### src/rtl/fetch_stage.sv
// IF stage and IF/ID pipeline register: next-PC select, branch/jalr targets, flush bubbles, redirect/flush counters.
// One-cycle latency from a redirect select to IF_PC; stall or CE=0 freezes everything, and rst overrides both.
module fetch_stage #(
  parameter logic [31:0] RESET_PC  = 32'h0000_0000,
  parameter logic [31:0] NOP_INSTR = 32'h0000_0013
) (
  input  logic        clk,
  input  logic        rst,
  input  logic        CE,
  input  logic        stall,
  input  logic [1:0]  PC_mux_sel,
  input  logic [1:0]  branch_PC_mux1_sel,
  input  logic [1:0]  branch_PC_mux2_sel,
  input  logic        flush_signal,
  input  logic [31:0] IF_instr,
  input  logic [31:0] ID_imm,
  input  logic [31:0] ID_rs1_data,
  output logic [31:0] IF_PC,
  output logic [31:0] ID_PC,
  output logic [31:0] ID_instr,
  output logic        ID_valid,
  output logic [15:0] flush_count,
  output logic [15:0] redirect_count
);

  typedef enum logic {BOOT, RUN} state_t;

  state_t      state, state_nxt;
  logic [31:0] b_imm, j_imm, base, offset, branch_target, jalr_sum, jalr_target;
  logic [31:0] pc_plus4, sel_pc, pc_nxt;
  logic        load, bubble, inc_flush, inc_redir;

  assign b_imm         = {{20{IF_instr[31]}}, IF_instr[7], IF_instr[30:25], IF_instr[11:8], 1'b0};
  assign j_imm         = {{12{IF_instr[31]}}, IF_instr[19:12], IF_instr[20], IF_instr[30:21], 1'b0};
  assign branch_target = base + offset;
  assign jalr_sum      = ID_rs1_data + ID_imm;
  assign jalr_target   = {jalr_sum[31:1], 1'b0};
  assign pc_plus4      = IF_PC + 32'd4;

  always_comb begin
    case (branch_PC_mux1_sel)
      2'b01:   base = ID_PC;
      2'b10:   base = ID_PC + 32'd4;
      default: base = IF_PC;
    endcase
    case (branch_PC_mux2_sel)
      2'b00:   offset = b_imm;
      2'b01:   offset = ID_imm;
      2'b10:   offset = 32'd0;
      default: offset = j_imm;
    endcase
    case (PC_mux_sel)
      2'b00:   sel_pc = pc_plus4;
      2'b01:   sel_pc = branch_target;
      2'b10:   sel_pc = jalr_target;
      default: sel_pc = IF_PC;
    endcase
  end

  // BOOT squashes the first fetched slot so ID never sees a word fetched during reset.
  always_comb begin
    state_nxt = state;
    load      = 1'b0;
    bubble    = 1'b0;
    inc_flush = 1'b0;
    inc_redir = 1'b0;
    pc_nxt    = IF_PC;
    if (CE) begin
      if (state == BOOT) begin
        state_nxt = RUN;
        load      = 1'b1;
        bubble    = 1'b1;
        pc_nxt    = RESET_PC + 32'd4;
      end else if (!stall) begin
        load      = 1'b1;
        bubble    = flush_signal;
        inc_flush = flush_signal;
        inc_redir = (PC_mux_sel == 2'b01) || (PC_mux_sel == 2'b10);
        pc_nxt    = sel_pc;
      end
    end
  end

  always_ff @(posedge clk) begin
    if (rst) begin
      state          <= BOOT;
      IF_PC          <= RESET_PC;
      ID_PC          <= 32'd0;
      ID_instr       <= NOP_INSTR;
      ID_valid       <= 1'b0;
      flush_count    <= 16'd0;
      redirect_count <= 16'd0;
    end else begin
      state <= state_nxt;
      if (load) begin
        IF_PC <= pc_nxt;
        if (bubble) begin
          ID_PC    <= 32'd0;
          ID_instr <= NOP_INSTR;
          ID_valid <= 1'b0;
        end else begin
          ID_PC    <= IF_PC;
          ID_instr <= IF_instr;
          ID_valid <= 1'b1;
        end
      end
      if (inc_flush && flush_count != 16'hFFFF)
        flush_count <= flush_count + 16'd1;
      if (inc_redir && redirect_count != 16'hFFFF)
        redirect_count <= redirect_count + 16'd1;
    end
  end

endmodule

### config.mk
export PLATFORM = sky130hd
export DESIGN_NAME = fetch_stage
export DESIGN_NICKNAME = d
export VERILOG_FILES = /design/src/rtl/fetch_stage.sv
export SDC_FILE = /design/constraint.sdc
export NUM_CORES = 1
export LEC_CHECK = 0
export BUFFER_PORTS_ARGS = -buffer_cell sky130_fd_sc_hd__clkbuf_2
export CAP_MARGIN = 20
export CORE_MARGIN = 5
export CORE_UTILIZATION = 51
export DETAILED_ROUTE_END_ITERATION = 16
export PLACE_DENSITY = 0.72
export SYNTH_ARGS = -nofsm -noshare
export SYNTH_HDL_FRONTEND = slang
export SYNTH_SLANG_ARGS = --single-unit
### constraint.sdc
create_clock -name clk -period 6 [get_ports clk]
set_input_delay 0.9 -clock clk [delete_from_list [all_inputs] [get_ports clk]]
set_output_delay 0.9 -clock clk [all_outputs]
set_load 0.1 [all_outputs]
Word-level counts from Yosys, hierarchy flattened

Index checks and enable logic that the tools add are counted.

Latch bits: 0
Bits in registers: 130
Input port bits: 107
Memories: 0
Output and inout bits: 129
Bits in read-only memories: 0
Memory bits (writable): 0

Bitwise operators: 0
Equal/unequal tests: 10
$add $sub $neg: 6
Mux-type cells: 19
Order comparisons: 0
Shifts and indexed selects: 0
Divide/modulo/power cells: 0
Reductions and logical operators: 6
Multipliers: 0

Operators with widths:

| cell                                                   | count |
|---|---|
| case mux 32 bit (3 select lines)                       | 2 |
| 2-to-1 mux 32 bit                                      | 4 |
| adder 32 x 3 -> 32 bit (second input constant)         | 2 |
| adder 32 bit                                           | 2 |
| case mux 32 bit (2 select lines)                       | 1 |
| adder 16 x 1 -> 16 bit (second input constant)         | 2 |
| inequality test 16 bit (second input constant)         | 2 |
| 2-to-1 mux 1 bit                                       | 12 |
| equality test 2 x 1 -> 1 bit (second input constant)   | 3 |
| equality test 2 bit (second input constant)            | 3 |
| zero test 2 bit                                        | 2 |
| inequality test 4 x 1 -> 1 bit (second input constant) | 1 |
| AND reduction 4 bit                                    | 1 |
| logical AND 1 bit                                      | 2 |
| inequality test 2 bit (second input constant)          | 1 |
| logical OR 1 bit                                       | 1 |

Longest topological paths before layout

Gate-level depths: netlist (run 1).

Word-level depth: 6
Mapped depth: 21
Depth with buffers taken out: 20

Worst setup path after synthesis (run 1)

OpenSTA, ideal clock, no wires.

Kind: register to register
Start: register ID_PC[2]
End: register IF_PC[30]
Clock period less this slack: 4.496 ns
Library setup time: 0.124 ns
Buffers on the path: 0
Path slack: 1.504 ns
Stages on the path, launching flop included: 21
Arrival: 4.371 ns
Path through: dfxtp_1 -> ha_1 -> nand3_1 -> nor2_1 -> nand2_1 -> nor3_1 -> nand3_1 -> nand2_1 -> nand2_1 -> a21oi_1 -> o21ai_0 -> ha_1 -> nand3_1 -> nor2_1 -> and2_1 -> nand4_1 -> a2111oi_0 -> nor2_1 -> xnor2_1 -> a221oi_1 -> a21oi_1

Cells in the longest elaborated chain, start to end: 6

Ends and longest elaborated chain:

| what                                 | line | text |
|---|---|---|
| start, declared                      | 19   | `output logic [31:0] ID_PC,` |
| start signal, assigned               | 88   | `ID_PC <= 32'd0;` |
| start signal, assigned               | 98   | `ID_PC <= 32'd0;` |
| start signal, assigned               | 102  | `ID_PC <= IF_PC;` |
| adder 32 x 3 -> 32 bit               | 43   | `2'b10: base = ID_PC + 32'd4;` |
| case mux 32 bit (2 select lines) (*) | 41   | `case (branch_PC_mux1_sel)` |
| adder 32 bit (*)                     | 35   | `assign branch_target = base + offset;` |
| case mux 32 bit (3 select lines) (*) | 52   | `case (PC_mux_sel)` |
| 2-to-1 mux 32 bit (*)                | 74   | `end else if (!stall) begin` |
| 2-to-1 mux 32 bit (*)                | 69   | `if (state == BOOT) begin` |
| end signal, assigned                 | 96   | `IF_PC <= pc_nxt;` |
| end, declared                        | 18   | `output logic [31:0] IF_PC,` |

Every way passes the cells marked *; elsewhere a longest branch is shown, timed or not. The select of a mux whose other input is x is not followed.
A chain may end at the register's enable or synchronous reset.

Worst setup path after layout (run 1)

Start: register ID_PC[4]
End: register IF_PC[30]

Same word-level chain as after synthesis.

==> results of run 1 <==
==> area by class of cell <==
class | instances | area, um2
Clock inverter | 14 | 168
Fill cell | 2033 | 8250
Clock buffer | 18 | 439
Tap cell | 275 | 344
Multi-Input combinational cell | 1283 | 7950
Timing Repair Buffer | 248 | 1280
Sequential cell | 130 | 2600
Inverter | 33 | 124
==> cells in the mapped netlist, types with 4 or more instances <==
master	instances
nor4_1	9
nor3_1	45
nor2b_1	14
xor2_1	39
nand2_1	187
o31a_1	5
a211oi_1	16
inv_1	32
o21bai_1	5
or2_2	4
nand3b_1	4
nand2b_1	12
or3_1	11
buf_1	4
buf_2	7
xnor2_1	45
a311oi_1	5
nand3_1	57
nand4_1	31
a21oi_1	123
o21ai_1	5
o21ai_0	127
o22ai_1	6
o31ai_1	5
ha_1	71
and3_1	22
nor2_1	182
dfxtp_1	130
mux2_2	5
and2_1	12
a22oi_1	67
clkbuf_1	85
and4_1	5
a31oi_1	14
mux2i_1	18
a221oi_1	17
a21o_1	39
o211ai_1	6
==> power groups by stage <==
stage               logic (mW)  clock network (mW)  registers (mW)
floorplan                0.405                   0           0.951
global placement         0.637                   0           0.903
detailed placement       0.640                   0           0.904
CTS                      0.645                1.11           0.884
global route             0.708                1.16           0.885
finish                   0.655                1.10           0.884
==> state kept, by name, indices dropped and copies added, names as in the netlist <==
register and flops:
state 1, ID_PC 32, ID_instr 32, flush_count 16, redirect_count 16, IF_PC 32
ID_valid 1
==> routing by layer <==
| metal | vias to the layer above | track usage (%) | routed length [um] |
|---|---|---|---|
| met5 | - | 0 | 0 |
| met4 | 0 | 13.7 | 1910 |
| met3 | 104 | 4.81 | 2550 |
| met2 | 532 | 53.9 | 18900 |
| met1 | 5883 | 38.8 | 16300 |
| li1 | 5995 | - | - |
==> worst reg2reg max path: stages (launching register included) <==
cell       delay [ps]
dfxtp_1           470
nand4_1           250
or3_1             440
nor4_1            660
a21oi_1           140
a2111oi_0         380
a21oi_1           180
ha_1              430
nand3_1           170
nor2_1            190
and2_1            170
nand4_1           150
a2111oi_0         560
nor2_1            130
xnor2_1           160
a221oi_1          250
a21oi_1           110
==> worst max-delay path by stage <==
stage	from	end	slack, ps	depth (start not counted)
2_1_floorplan	ID_PC[2]$_SDFFE_PP0P_	IF_PC[30]$_SDFFE_PP0P_	1500	20
3_3_place_gp	branch_PC_mux1_sel[0]	IF_PC[26]$_SDFFE_PP0P_	1100	18
3_5_place_dp	branch_PC_mux1_sel[0]	IF_PC[30]$_SDFFE_PP0P_	1070	17
4_1_cts	ID_PC[4]$_SDFFE_PP0P_	IF_PC[30]$_SDFFE_PP0P_	1170	16
5_1_grt	ID_PC[2]$_SDFFE_PP0P_	IF_PC[30]$_SDFFE_PP0P_	530	20
6_report	ID_PC[4]$_SDFFE_PP0P_	IF_PC[30]$_SDFFE_PP0P_	1050	16
==> cells in the final DEF (no fill, tap or decap), types with 4 or more instances in the layout <==
master / n
a211oi_1: 16
a21o_1: 39
a21oi_1: 123
a221oi_1: 17
a22oi_1: 67
a311oi_1: 5
a31oi_1: 14
and2_1: 12
and3_1: 22
and4_1: 5
buf_4: 14
clkbuf_16: 17
clkbuf_2: 234
dfxtp_1: 130
ha_1: 70
inv_1: 32
inv_6: 4
mux2_2: 5
mux2i_1: 18
nand2_1: 186
nand2b_1: 12
nand3_1: 57
nand3b_1: 4
nand4_1: 31
nor2_1: 181
nor2b_1: 14
nor3_1: 45
nor4_1: 9
o211ai_1: 6
o21ai_0: 127
o21ai_1: 5
o21bai_1: 5
o22ai_1: 6
o31a_1: 5
o31ai_1: 5
or2_2: 4
or3_1: 11
xnor2_1: 45
xor2_1: 39
==> kinds of logic (layout without fill, tap and decap cells) <==
kind of cell    Yosys count  after routing
buf+inv                 129            313
flops                   130            130
xor+xnor                 84             84
fa+ha+maj                73             73
simple gates            612            612
compound gates          490            490
mux                      24             24
==> metrics by stage <==
step	instance area, um2	power, mW	hold WS, ps	utilization [%]	std cells
after detailed placement	12300	1.54	452	58.1	1968
after global routing	12900	2.75	484	61.0	2001
after global placement	12300	1.54	444	58.1	1968
final	12900	2.64	459	61.0	2001
after CTS	12900	2.64	461	61.0	2000
after floorplan	11000	1.36	619	-	1542
==> flow_summary.toml, run 1 <==
[synthesis]
seq_area_frac_synth_pct = 23.6
synthFlopType = "dfxtp_1"
synthMuxAreaShare_pct = 2.25
syn_avg_cell_area_um2 = 7.16
synth_edf_count = 0
synth_top_family_by_area = "compound AO/OA/AOI/OAI gates"
synth_cell_types = 82
synthCells = 1542
synth_simple_gate_area_share_pct = 25.9
synth_xor_area_share_pct = 6.67
syn_nets = 1722
async_reset_ff_share_pct = 0
synth_compound_area_share_pct = 28.7
yosys_warnings = 0
netlist_area_um2 = 11000
synth_top_area_share_pct = 23.6
synthAdderAreaFrac_pct = 8.41
synth_area_leaders = "dfxtp_1, ha_1, nand2_1, nor2_1, o21ai_0"
synth_top_area_cell = "dfxtp_1"
ys_ff_latch = 130

[worst_setup_path]
path_delay_family = "simple AND/OR/NAND/NOR gates"
cp_common_cell = "a21oi_1"
critPathBufInv = 0
required_ps = 6320
worstReg2RegStart = "ID_PC[4]$_SDFFE_PP0P_"
r2r_cells = 16
end_kind = "register"
reg2reg_to = "IF_PC[30]$_SDFFE_PP0P_"
slowest_stage = "nor4_1"
reg2reg_slack_ps = 1050
path_max_fanout = 8
crit_chain = "nand4_1, or3_1, nor4_1, a21oi_1, a2111oi_0, a21oi_1, ha_1, nand3_1, nor2_1, and2_1, nand4_1, a2111oi_0, nor2_1, xnor2_1, a221oi_1, a21oi_1"
path_class = "reg -> reg"
critPathLaunchType = "register"
worstPathArrival_ps = 5270
slowest_delay_ps = 660

[timing]
drv_slew = 0
post-route-period-util_pct = 82.5
max_freq_ghz = 0.202
worst_slew_pin_slew_ps = 1040
rsz0062_at_grt = "false"
period_minus_slack_ps = 4950
finClkSkew_ps = 14.6
hold_viol_final = 0
setup_violations = 0
max_slew_margin_pct = 30.3
layout_setup_ws_ps = 1050
fin_setup_tns_ps = 0

[power_and_ir_drop]
p_leak_nw = 5.52
power_switching_mw = 0.917
vdd_drop_max_uv = 168
powerDensity_nw_per_um2 = 205
swShare_pct = 34.7
clkPwrFrac_pct = 41.8
p_comb_share_pct = 24.8
p_int_mw = 1.73
seqPwrFrac_pct = 33.4

[grt]
grt_usage_pct = 31.3
grt_pass1_vias = 11800
grt_max_degree = 86
grt_pass1_wl_um = 62300
antenna_found_initial = 0
overflow = 0

[clock_network]
ctsLongestPathBuffers = 2
clock_sinks = 130
post-cts-setup-buffers = 0
cts_tree = "done"
numCtsBuffers = 17
htreeDepth = 4
cts_hold_buf = 0
cts_root_buf = "clkbuf_16"
clk_pin_slew_ps = 70
post_cts_resize_count = 0
clk_latency_ps = 430

[place]
place_ws_ps = 1070
port_buffers = 235
gp_congestion = 1.02
dpl.hpwl_um = 30100

[layout]
nets = 1893
syn2layout_area_growth_pct = 17.0
drive_gt1_share_pct = 17.8
num_antenna_cells = 0

[die]
die-area_um2 = 24700
dieHeight_um = 157
core_um2 = 21200
pin_count = 236
num_rows = 53
die_w_um = 157
start_util_pct = 52.2

[route]
vias = 12500
dr.pass1.iters = 6
drc_errors = 0
wl_per_cell_um = 19.8
postRouteWirelength_um = 39600
drt-initial-drc-count = 1024
vias_per_cell = 6.25
drtAntennaViolNets = 0

[outcome]
status = "complete, no violations"

[worst_hold_path]
hp-start = "ID_valid$_SDFFE_PP0P_"
min_to = "ID_valid$_SDFFE_PP0P_"
min_path_type = "reg -> reg"
whs_path_depth = 2

[run]
maxCapViolCount = 0
Note: power is estimated with default switching activity, not from simulation.
==> inputs of run 2 (changes only) <==
--- a/config.mk
+++ b/config.mk
@@ -10,7 +10,7 @@
 export CORE_MARGIN = 5
 export CORE_UTILIZATION = 51
 export DETAILED_ROUTE_END_ITERATION = 16
-export PLACE_DENSITY = 0.72
+export PLACE_DENSITY = 0.75
 export SYNTH_ARGS = -nofsm -noshare
 export SYNTH_HDL_FRONTEND = slang
 export SYNTH_SLANG_ARGS = --single-unit
==> constraint.sdc (replaced) <==
create_clock -name clk -period 4.2 [get_ports clk]
set_input_delay 0.63 -clock clk [delete_from_list [all_inputs] [get_ports clk]]
set_output_delay 0.63 -clock clk [all_outputs]
set_load 0.1 [all_outputs]
==> run 2 against run 1 <==
  * Utilization up 3.1 points
  * Die area unchanged
  * Final cell count rose by 3.0%
  * Critical endpoint unchanged
  * Worst setup slack lost 860 ps
  * Non-clock buffer count rose by 61
  * Final area is 5.1% higher
  * Sequential cell count is the same
  * Sequential power up 43%
  * Global-route usage shrank 0.29 points
  * Worst hold slack got worse by 11 ps
==> flow_summary.toml, run 2 (same netlist as run 1, synthesis figures left out) <==
[outcome]
status = "complete, no violations"

[worst_setup_path]
worstReg2RegStart = "ID_PC[3]$_SDFFE_PP0P_"
cp-startpoint = "ID_PC[3]$_SDFFE_PP0P_"
path_max_fanout = 7
r2r_cells = 19
crit_chain = "ha_1, inv_1, or3_1, nor4_2, buf_4, a21oi_1, a2111oi_2, a21oi_1, ha_1, nand3_1, nor2_1, and2_1, nand4_1, a2111oi_4, buf_4, nor2_1, xnor2_1, a221oi_2, a21oi_1"
reg2reg_to = "IF_PC[30]$_SDFFE_PP0P_"
cp_common_cell = "a21oi_1"
path_class = "reg -> reg"
slowest_stage = "or3_1"
slowest_delay_ps = 420
end_kind = "register"
worstPathArrival_ps = 4320
required_ps = 4520
reg2reg_slack_ps = 200
critPathLaunchType = "register"
critPathBufInv = 3
path_delay_family = "simple AND/OR/NAND/NOR gates"

[worst_hold_path]
whs_path_depth = 3
min_path_type = "in -> reg"
min_to = "ID_instr[0]$_SDFFE_PP1P_"
hp-start = "IF_instr[0]"

[route]
vias = 12800
dr_wl_met3_um = 2910
wl_met2_um = 18900
met1_length_um = 15900
vias_per_cell = 6.19
highest_layer = "met4"
drtAntennaViolNets = 0
dr.pass1.iters = 8
wl_per_cell_um = 19.1
postRouteWirelength_um = 39500
drc_errors = 0
drt-initial-drc-count = 1339

[power_and_ir_drop]
p_leak_nw = 5.87
powerDensity_nw_per_um2 = 284
vdd_drop_max_uv = 255

[die]
start_util_pct = 52.2
pin_count = 236
dieHeight_um = 157
die_w_um = 157
core_um2 = 21200
num_rows = 53
die-area_um2 = 24700

[timing]
finClkSkew_ps = 12.0
worst_slew_pin_slew_ps = 775
post-route-period-util_pct = 95.3
period_minus_slack_ps = 4000
hold_viol_final = 0
max_freq_ghz = 0.250
fin_setup_tns_ps = 0
setup_violations = 0
max_slew_margin_pct = 48.3
drv_slew = 0

[layout]
num_antenna_cells = 0
final_util_pct = 64.1
nets = 1954
final_cell_mix = "clkbuf_2, nand2_1, nor2_1"
top_regs = "ID_PC (32), ID_instr (32), IF_PC (32)"
drive_gt1_share_pct = 22.3
syn2layout_area_growth_pct = 22.9
fillers = 1955
multi_input_area_um2 = 8080
ff_latch_area_um2 = 2620
mostFrequentLayoutCell = "clkbuf_2"

[clock_network]
clk_pin_slew_ps = 70
numCtsBuffers = 17
clock_sinks = 130
cts_root_buf = "clkbuf_16"
cts_tree = "done"
clk_latency_ps = 430
ctsLongestPathBuffers = 2
htreeDepth = 4

[place]
port_buffers = 235
gp_congestion = 1.03
dpl.hpwl_um = 30000

[grt]
grt_usage_pct = 31.0
grt_max_degree = 76
grt_pass1_vias = 11900
grt_pass1_wl_um = 61900
overflow = 0
antenna_found_initial = 0

[run]
maxCapViolCount = 0
## run 2: cell types whose count changed in the layout (fill, tap and decap cells not counted), moves of 3 or more
cell	previous run	this run
buf_4	14	72
dfxtp_1	130	118
dfxtp_2	0	10
o21ai_0	127	122
o21ai_1	5	9
buf_12	0	3
ha_1	70	67
nor3_1	45	42
nor4_1	9	6
## run 2: final cells by class
| cell class | count | area share, % |
|---|---|---|
| Clock buffer | 17 | 3.14 |
| Clock inverter | 15 | 1.41 |
| Inverter | 33 | 0.914 |
| Multi-Input combinational cell | 1283 | 59.6 |
| Sequential cell | 130 | 19.3 |
| Tap cell | 275 | 2.54 |
| Timing Repair Buffer | 309 | 13.1 |
## run 2: metrics by stage
stage                     instance area [um2]  std cells  hold slack, ps  worst slack (ps)  total power, mW
after floorplan                         11000       1542             619              18.8             1.94
after global placement                  12800       2027             445              -211             2.23
after detailed placement                12800       2027             452              -156             2.25
after CTS                               13400       2059             435              17.8             3.84
after global routing                    13600       2062             461             -63.5             4.00
final                                   13600       2062             448               197             3.85
## run 2: metal layers
metal / vias to the layer above / track usage (%)
met5: - / 0
met4: 0 / 14.0
met3: 116 / 5.99
met2: 573 / 52.7
met1: 5950 / 38.1
li1: 6118 / -
## run 2: power by group
part | internal (mW) | switching [mW]
combinational | 0.354 | 0.636
sequential | 1.24 | 0.0169
clock | 0.951 | 0.650
## run 2: worst max-delay path by stage
stage / slack, ps / depth (start not counted) / to
finish: 200 / 19 / IF_PC[30]$_SDFFE_PP0P_
global route: -60 / 19 / IF_PC[30]$_SDFFE_PP0P_
CTS: 20 / 19 / IF_PC[30]$_SDFFE_PP0P_
detailed placement: -160 / 19 / IF_PC[30]$_SDFFE_PP0P_
global placement: -210 / 19 / IF_PC[30]$_SDFFE_PP0P_
floorplan: 20 / 16 / IF_PC[30]$_SDFFE_PP0P_
## run 2: worst reg2reg max path: stages, from the launching register on
cell and delay [ps]:
dfxtp_2 390, ha_1 160, inv_1 50, or3_1 420, nor4_2 180, buf_4 180
a21oi_1 70, a2111oi_2 240, a21oi_1 150, ha_1 330, nand3_1 110, nor2_1 150
and2_1 170, nand4_1 220, a2111oi_4 390, buf_4 160, nor2_1 40, xnor2_1 130
a221oi_2 240, a21oi_1 100
## run 2: repair_timing
action                     4_1_cts  5_1_grt
setup endpoints to repair        1       10
pin swaps                        0        8
resized for setup                2       30
hold buffers                     0        0
buffers inserted                 0        3
==> inputs of run 3 (changes only) <==
--- a/config.mk
+++ b/config.mk
@@ -9,6 +9,7 @@
 export CAP_MARGIN = 20
 export CORE_MARGIN = 5
 export CORE_UTILIZATION = 51
+export CTS_CLUSTER_SIZE = 16
 export DETAILED_ROUTE_END_ITERATION = 16
 export PLACE_DENSITY = 0.75
 export SYNTH_ARGS = -nofsm -noshare
==> constraint.sdc (replaced) <==
create_clock -name clk -period 3.4 [get_ports clk]
set_input_delay 0.51 -clock clk [delete_from_list [all_inputs] [get_ports clk]]
set_output_delay 0.51 -clock clk [all_outputs]
set_load 0.1 [all_outputs]
==> run 3 against run 2 <==
  * The run now ends with setup timing left
  * Critical path depth up 2
  * Clock-buffer cell count is 2 higher
  * Clock power grew 14%
  * Wire length grew 11%
  * Non-clock buffer count rose by 216
  * Die area unchanged
  * Sequential cell count did not move
  * Global-route usage increased by 2.8 points
  * Critical path type unchanged
==> flow_summary.toml, run 3 (same netlist as run 1, synthesis figures left out) <==
[grt]
grt_usage_pct = 33.8
grt_max_degree = 77
grt_pass1_wl_um = 67500
grt_pass1_vias = 13000
overflow = 0
antenna_found_initial = 0

[layout]
fin_area_um2 = 16100
drive_gt1_share_pct = 37.4
num_antenna_cells = 0
nets = 2170
mostFrequentLayoutCell = "buf_4"
final_cells = 2278
syn2layout_area_growth_pct = 45.5
multi_input_area_um2 = 8910
fillers = 1647
final_util_pct = 75.9
final_cell_mix = "buf_4, clkbuf_2, nand2_1"
top_regs = "ID_PC (32), ID_instr (32), IF_PC (32)"
ff_latch_area_um2 = 2660

[die]
pin_count = 236
die-area_um2 = 24700
core_um2 = 21200
num_rows = 53
die_w_um = 157
start_util_pct = 52.2
dieHeight_um = 157

[timing]
rsz0062_at_grt = "true"
max_freq_ghz = 0.262
layout_setup_ws_ps = -410
hold_viol_final = 0
period_minus_slack_ps = 3810
max_slew_margin_pct = 43.0
fin_setup_tns_ps = -4180
drv_slew = 0
finClkSkew_ps = 10.5
post-route-period-util_pct = 112
worst_slew_pin_slew_ps = 855
setup_violations = 19

[clock_network]
cts_tree = "done"
clk_pin_slew_ps = 70
htreeDepth = 4
cts_root_buf = "clkbuf_16"
clk_latency_ps = 420
numCtsBuffers = 17
ctsLongestPathBuffers = 2
clock_sinks = 130

[power_and_ir_drop]
p_leak_nw = 7.13
vdd_drop_max_uv = 350
powerDensity_nw_per_um2 = 305

[route]
dr.pass1.iters = 5
postRouteWirelength_um = 44000
drc_errors = 0
drtAntennaViolNets = 0
vias = 13800
drt-initial-drc-count = 1284
highest_layer = "met4"
dr_wl_met3_um = 2960
wl_met2_um = 21400
met1_length_um = 17700
wl_per_cell_um = 19.3
vias_per_cell = 6.04

[outcome]
status = "finished with violations"
violations = "setup timing"

[worst_setup_path]
slowest_stage = "or3_4"
slowest_delay_ps = 410
required_ps = 3700
cp-startpoint = "ID_PC[5]$_SDFFE_PP0P_"
path_class = "reg -> reg"
crit_chain = "nand4_1, buf_6, or3_4, buf_6, nor2_4, nand3_2, nand2_1, nand2_1, a21oi_2, o21ai_2, ha_4, and3_4, buf_4, a31oi_4, buf_4, buf_4, a2111oi_2, nor2_1, xnor2_1, a221oi_1, a21oi_1"
crit_end = "IF_PC[30]$_SDFFE_PP0P_"
end_kind = "register"
critPathLaunchType = "register"
reg2reg_slack_ps = -410
reg2reg_to = "IF_PC[30]$_SDFFE_PP0P_"
worstReg2RegStart = "ID_PC[5]$_SDFFE_PP0P_"
worstPathArrival_ps = 4110
crit_cells = 21
r2r_cells = 21
path_delay_family = "simple AND/OR/NAND/NOR gates"
critPathBufInv = 5
cp_common_cell = "buf_4"
path_max_fanout = 5

[place]
gp_congestion = 0.963
port_buffers = 235
postPlaceCellArea_um2 = 14500
place_ws_ps = -526
dpl.hpwl_um = 33300
dp_cells = 2220

[worst_hold_path]
min_path_type = "in -> reg"

[run]
maxCapViolCount = 0
run 3: cell types whose count changed in the layout (fill, tap and decap cells not counted), moves of 11 or more:
cell | before | now
buf_4 | 72 | 274
o21ai_0 | 122 | 91
a21oi_1 | 122 | 94
a21oi_2 | 2 | 25
o21ai_1 | 9 | 28
ha_1 | 67 | 49
ha_4 | 1 | 17
buf_6 | 0 | 14
nor2_1 | 179 | 167
o21ai_2 | 2 | 13
run 3: final cells by class:
| class | count | share of cell area (%) |
|---|---|---|
| clock buffers | 19 | 2.83 |
| clock inverters | 13 | 0.701 |
| inverters | 33 | 0.818 |
| multi-input cells | 1283 | 55.5 |
| flip-flops and latches | 130 | 16.6 |
| well taps | 275 | 2.14 |
| repair buffers | 525 | 21.5 |
run 3: through the flow:
stage / hold WS [ps] / total power, mW
floorplan: 619 / 2.41
global placement: 443 / 2.93
detailed placement: 459 / 2.95
CTS: 332 / 4.83
global route: 336 / 5.07
finish: 337 / 4.90
run 3: how the worst min path moves through the flow:
| stage | start | endpoint | cells past startpoint |
|---|---|---|---|
| 2_1_floorplan | state$_SDFFE_PP0P_ | state$_SDFFE_PP0P_ | 3 |
| 3_3_place_gp | ID_valid$_SDFFE_PP0P_ | ID_valid$_SDFFE_PP0P_ | 2 |
| 3_5_place_dp | ID_valid$_SDFFE_PP0P_ | ID_valid$_SDFFE_PP0P_ | 2 |
| 4_1_cts | IF_instr[4] | ID_instr[4]$_SDFFE_PP1P_ | 3 |
| 5_1_grt | IF_instr[3] | ID_instr[3]$_SDFFE_PP0P_ | 3 |
| 6_report | IF_instr[6] | ID_instr[6]$_SDFFE_PP0P_ | 3 |
run 3: where the power goes:
group | internal [mW] | switching, mW
Sequential | 1.53 | 0.0147
Clock | 1.00 | 0.820
Combinational | 0.621 | 0.913
Total | 3.15 | 1.75
run 3: worst reg2reg max path: cells and delay by family, from the launching register on:
kind	cells	cell delay (ps)
AOI/OAI and AO/OA	6	1050
xor gates and xnor gates	1	130
adders and majority gates	1	310
buffers and inverters	5	690
DFF	1	350
and+or+nand+nor	8	1140
run 3: metal layers:
layer / vias up / global-route usage (%)
li1: 6553 / -
met1: 6515 / 42.0
met2: 579 / 58.8
met3: 112 / 4.87
met4: 0 / 14.0
met5: - / 0
run 3: timing repair:
action / 4_1_cts / 5_1_grt
buffers inserted: 17 / 14
pin swaps: 67 / 70
resized for setup: 106 / 82
setup endpoints to repair: 21 / 26
hold endpoints to repair: 0 / 0
hold buffers: 0 / 0
